==> src/rtl/gomoku_pkg.sv <==
// Shared constants and types for the gomoku board logic.
// Flicker half-periods are in 1 MHz timebase cycles.
package gomoku_pkg;

    localparam int GOMOKU_FLICKER_SLOW_HALF = 1000;
    localparam int GOMOKU_FLICKER_FAST_HALF = 250;

    typedef struct packed {
        logic lvl;    // flicker clock level
        logic pulse;  // high for the cycle that follows a toggle
    } flicker_out_t;

endpackage

==> src/rtl/gomoku_flicker_div.sv <==
// One flicker divider. A counter runs modulo HALF and toggles a 50 % clock on each wrap.
// The divider also emits a one-cycle pulse with each toggle.
module gomoku_flicker_div
    import gomoku_pkg::*;
#(
    parameter int HALF = 2
) (
    input  logic         clk,
    input  logic         rst,
    input  logic         step,
    input  logic         wrap_ok,
    output flicker_out_t out
);

    localparam int             W    = $clog2(HALF);
    localparam logic [W-1:0]   LAST = W'(HALF - 1);

    logic [W-1:0] cnt_q, cnt_d;
    logic         lvl_q, lvl_d;
    logic         pulse_q, pulse_d;

    // The first step after restart only moves the count off zero, so a wrap
    // can never be due before the synchronizer's second stage is set.
    always_comb begin
        cnt_d   = cnt_q;
        lvl_d   = lvl_q;
        pulse_d = 1'b0;
        if (step && cnt_q == LAST && wrap_ok) begin
            cnt_d   = '0;
            lvl_d   = ~lvl_q;
            pulse_d = 1'b1;
        end else if (step && cnt_q != LAST) begin
            cnt_d = cnt_q + W'(1);
        end
    end

    // NOTE: the level is preset on the async reset so a strobe lights the LED before any clk edge.
    always_ff @(posedge clk or posedge rst) begin
        if (rst) begin
            cnt_q   <= '0;
            lvl_q   <= 1'b1;
            pulse_q <= 1'b0;
        end else begin
            cnt_q   <= cnt_d;
            lvl_q   <= lvl_d;
            pulse_q <= pulse_d;
        end
    end

    assign out.lvl   = lvl_q;
    assign out.pulse = pulse_q;

endmodule

==> src/rtl/gomoku_rst_sync.sv <==
// Two-flop reset synchronizer. Assertion is asynchronous and release is synchronous.
// arm is the first stage and rel is the fully synchronized release.
module gomoku_rst_sync (
    input  logic clk,
    input  logic rst_async,
    output logic arm,
    output logic rel
);

    logic arm_q, arm_d;
    logic rel_q, rel_d;

    always_comb begin
        arm_d = 1'b1;
        rel_d = arm_q;
    end

    // NOTE: state flops use non-blocking assignments so every flop samples pre-edge values.
    always_ff @(posedge clk or posedge rst_async) begin
        if (rst_async) begin
            arm_q <= 1'b0;
            rel_q <= 1'b0;
        end else begin
            arm_q <= arm_d;
            rel_q <= rel_d;
        end
    end

    assign arm = arm_q;
    assign rel = rel_q;

endmodule

==> src/rtl/gomoku_flicker_clkgen.sv <==
// Slow and fast LED flicker clocks. Each led_flicker_clk_rst strobe restarts both
// clocks high and in phase.
module gomoku_flicker_clkgen
    import gomoku_pkg::*;
#(
    parameter int SLOW_HALF = GOMOKU_FLICKER_SLOW_HALF,
    parameter int FAST_HALF = GOMOKU_FLICKER_FAST_HALF
) (
    input  logic clk,
    input  logic led_flicker_clk_rst,
    input  logic en,
    output logic led_flicker_clk_slow,
    output logic led_flicker_clk_fast,
    output logic slow_edge,
    output logic fast_edge
);

    if (SLOW_HALF < 2 || FAST_HALF < 2) begin : g_bad_half
        $error("gomoku_flicker_clkgen: SLOW_HALF and FAST_HALF must both be >= 2");
    end

    logic         sync_arm;
    logic         sync_rel;
    logic         step;
    flicker_out_t slow_out;
    flicker_out_t fast_out;

    gomoku_rst_sync u_rst_sync (
        .clk       (clk),
        .rst_async (led_flicker_clk_rst),
        .arm       (sync_arm),
        .rel       (sync_rel)
    );

    // Counting edge E1 is the 2nd clk edge after release, when the first stage is already set.
    assign step = en & sync_arm;

    gomoku_flicker_div #(.HALF(SLOW_HALF)) u_slow (
        .clk     (clk),
        .rst     (led_flicker_clk_rst),
        .step    (step),
        .wrap_ok (sync_rel),
        .out     (slow_out)
    );

    gomoku_flicker_div #(.HALF(FAST_HALF)) u_fast (
        .clk     (clk),
        .rst     (led_flicker_clk_rst),
        .step    (step),
        .wrap_ok (sync_rel),
        .out     (fast_out)
    );

    assign led_flicker_clk_slow = slow_out.lvl;
    assign led_flicker_clk_fast = fast_out.lvl;
    assign slow_edge            = slow_out.pulse;
    assign fast_edge            = fast_out.pulse;

endmodule
==> config.mk <==
export PLATFORM = sky130hd
export DESIGN_NAME = gomoku_flicker_clkgen
export DESIGN_NICKNAME = d
export VERILOG_FILES = /design/src/rtl/gomoku_pkg.sv /design/src/rtl/gomoku_flicker_div.sv /design/src/rtl/gomoku_rst_sync.sv /design/src/rtl/gomoku_flicker_clkgen.sv
export SDC_FILE = /design/constraint.sdc
export NUM_CORES = 1
export LEC_CHECK = 0
export CORE_MARGIN = 2
export CORE_UTILIZATION = 23
export DETAILED_ROUTE_END_ITERATION = 7
export PLACE_DENSITY = 0.35
export REMOVE_ABC_BUFFERS = 1
export SYNTH_ARGS = -nofsm -noshare
export SYNTH_HDL_FRONTEND = slang
export SYNTH_SLANG_ARGS = --single-unit
==> constraint.sdc <==
create_clock -name clk -period 1.8 [get_ports clk]
set_input_delay 0.27 -clock clk [delete_from_list [all_inputs] [get_ports clk]]
set_output_delay 0.27 -clock clk [all_outputs]
set_load 0.02 [all_outputs]
==> qor.yml <==
status: "finished clean"
synth_xor_xnor_area_share_pct: 4.60
layout_setup_ws_ns: 0.114
p_clk_share_pct: 23.9
grt_usage_pct: 10.1
final_antenna_net_count: 0
ys_ff_latch: 24
cts_max_path_buffers: 2
ctsHtreeMaxLevel: 1
cts_buffers: 3
swShare_pct: 30.9
yosysSeqAreaShare_pct: 52.8
cts_hold_buf: 0
hold_class: "input port to asynchronous set/reset pin"
rows: 25
worstSetupPathType: "flop to output pin"
drv_cap: 0
synth_compound_area_share_pct: 10.5
cp_data_arrival_time_ns: 1.42
synthCells: 110
rsz0062_at_grt: "no"
cts_setup_buffers: 0
grt_pass1_wl_mm: 4.24
period_needed_ns: 1.69
cts_tree: "yes"
muxShareOfSynthArea_pct: 2.63
ir_drop_mv: 0.415
antenna_cells: 0
grt_pass1_vias: 890
cp_max_fo: 2
synth.avg_cell_area_um2: 10.4
vias: 848
synth_top_area_share_pct: 48.2
syn_area_mm2: 0.00114
drive_gt1_share_pct: 12.3
initial_core_util_pct: 24.0
cts_sinks: 24
synth_top_family_by_area: "simple AND/OR/NAND/NOR gates"
grt_overflow: 0
cts_root_buf: "clkbuf_8"
worstPathRequired_ns: 1.53
die_y_um: 74.5
p_leak_nw: 0.639
clk_pin_slew_ns: 0.08
critPathSlowestCell: "clkdlybuf4s50_1"
antenna_found_initial: 0
max_freq_mhz: 593
insertion_delay_ns: 0.26
power_density_mw_per_mm2: 979
vias_per_cell: 4.49
p_int_mw: 0.914
grt_max_degree: 25
start_kind: "flop"
nets: 130
synthArstFlopShare_pct: 100
drtPass1Iterations: 4
layout_common_cells: "22 x dfrtp_1, 14 x nand2_1, 10 x nand3_1, 7 x nor2_1, 6 x clkdlybuf4s50_1"
p_switching_mw: 0.410
critPathMaxStageDelay_ns: 0.60
r2r_start: "u_fast.cnt_q[1]"
gp_congestion: 0.765
setup_viol_count_final: 0
synth_warnings: 0
fin_crit_sh_pct: 93.7
synthTopCellsByArea: "dfrtp_1 48%, dfstp_2 4.6%, nand2_1 4.6%, nand3_1 4.4%, ha_1 3.3%"
wirelength_mm: 2.33
rr_worst_depth: 6
setup_tns_ns: 0
synthFlopType: "dfrtp_1"
die_area_mm2: 0.00555
first_iter_violations: 33
combPwrFrac_pct: 18.2
hpwl_mm: 1.69
critPathTopFamily: "buffers and inverters"
pre_cts_ws_ns: 0.0581
yosysTopAreaCell: "dfrtp_1"
end_kind: "output pin"
drt-wirelength-per-cell_um: 12.3
r2r_slack_ns: 0.27
path_cells: "clkdlybuf4s50_1"
fillerInstances: 519
cp_num_buf_inv: 1
portBuffers: 6
synthDistinctLibCells: 35
skew_ns: 0.00411
sequentialPowerShare_pct: 57.9
hold_violations: 0
synth_simple_gate_area_share_pct: 24.1
synthAdderAreaFrac_pct: 3.29
route.detailed.drc: 0
areaGrowthSynthToFinish_pct: 18.4
r2r-end: "u_fast.cnt_q[3]"
layout_commonest_cell: "dfrtp_1"
core-area_mm2: 0.00475
cts_resized: 0
finalMaxSlewViolations: 0
die_w_um: 74.5
synth_edf_count: 0
pin_count: 7
[tightest hold or removal path: stages]
cell and delay (ns):
clkdlybuf4s50_1 0.39, inv_1 0.05, buf_4 0.30
[how the worst max path moves through the flow]
| stage | slack, ns | startpoint | cells past startpoint | endpoint |
|---|---|---|---|---|
| global placement | 0.06 | en | 5 | u_fast.cnt_q[3] |
| floorplan | 0.39 | u_slow.cnt_q[0] | 5 | u_slow.cnt_q[9] |
| finish | 0.11 | u_slow.lvl_q | 1 | led_flicker_clk_slow |
| global route | 0.08 | u_slow.lvl_q | 1 | led_flicker_clk_slow |
| detailed placement | 0.06 | en | 5 | u_fast.cnt_q[3] |
| CTS | 0.1 | u_slow.lvl_q | 1 | led_flicker_clk_slow |
[per-stage QoR]
| stage | area [um2] | utilization (%) | std cells | hold WS [ns] | power, mW |
|---|---|---|---|---|---|
| floorplan | 1140 | - | 109 | 0.283 | 0.936 |
| global placement | 1310 | 27.6 | 186 | 0.441 | 1.02 |
| detailed placement | 1310 | 27.6 | 186 | 0.453 | 1.02 |
| CTS | 1350 | 28.4 | 189 | 0.356 | 1.36 |
| global route | 1350 | 28.4 | 189 | 0.386 | 1.43 |
| finish | 1350 | 28.4 | 189 | 0.348 | 1.32 |
[sequential cells by signal, indices dropped and copies added (netlist names)]
name	cells
u_rst_sync.rel	1
u_fast.lvl_q	1
u_rst_sync.arm	1
u_fast.pulse_q	1
u_slow.pulse_q	1
u_slow.cnt_q	10
u_slow.lvl_q	1
u_fast.cnt_q	8
[cell type report]
cell class	count	area [um2]	share of cell area, %
flip-flops and latches	24	603	44.6
repair buffers	10	90.1	6.66
multi-input cells	81	519	38.4
inverters	4	15.0	1.11
well taps	67	83.8	6.20
clock buffers	3	41.3	3.05
[synthesized netlist by cell type (2+ instances only)]
| cell | instances |
|---|---|
| xor2_1 | 2 |
| and3_1 | 2 |
| nand4_2 | 2 |
| o31ai_1 | 3 |
| nand4_1 | 2 |
| mux2i_1 | 3 |
| nor3_1 | 4 |
| nor2_1 | 7 |
| ha_1 | 3 |
| o21ai_0 | 4 |
| nand2_1 | 14 |
| a21oi_1 | 2 |
| inv_1 | 4 |
| xnor2_1 | 4 |
| dfrtp_1 | 22 |
| and3_2 | 2 |
| and4_1 | 2 |
| nand3_1 | 10 |
| dfstp_2 | 2 |
[routing by layer]
layer | wire (um) | up-vias | global-route usage, % | share of wire [%]
met3 | 74 | 2 | 3.12 | 3.2
met5 | 0 | - | 0 | 0
met2 | 1160 | 8 | 17.2 | 50
met4 | 22 | 0 | 2.38 | 0.94
met1 | 1070 | 418 | 12.4 | 46
li1 | - | 420 | - | -
[cell families (layout without fill, tap and decap cells)]
group                    after synthesis  after routing
AND/OR/NAND/NOR                       51             51
flip-flops                            24             24
AO/OA/AOI/OAI                         17             17
XOR/XNOR                               6              6
buffers and inverters                  5             17
adder cells (fa/ha/maj)                3              3
multiplexers                           3              3
other                                  1              1
[power groups by stage]
stage / clock, mW / combinational, mW / sequential, mW
6_report: 0.317 / 0.241 / 0.766
5_1_grt: 0.359 / 0.286 / 0.786
4_1_cts: 0.341 / 0.249 / 0.765
3_5_place_dp: 0 / 0.249 / 0.773
3_3_place_gp: 0 / 0.246 / 0.774
2_1_floorplan: 0 / 0.195 / 0.741
No activity file was read; power rests on OpenSTA's default activity.
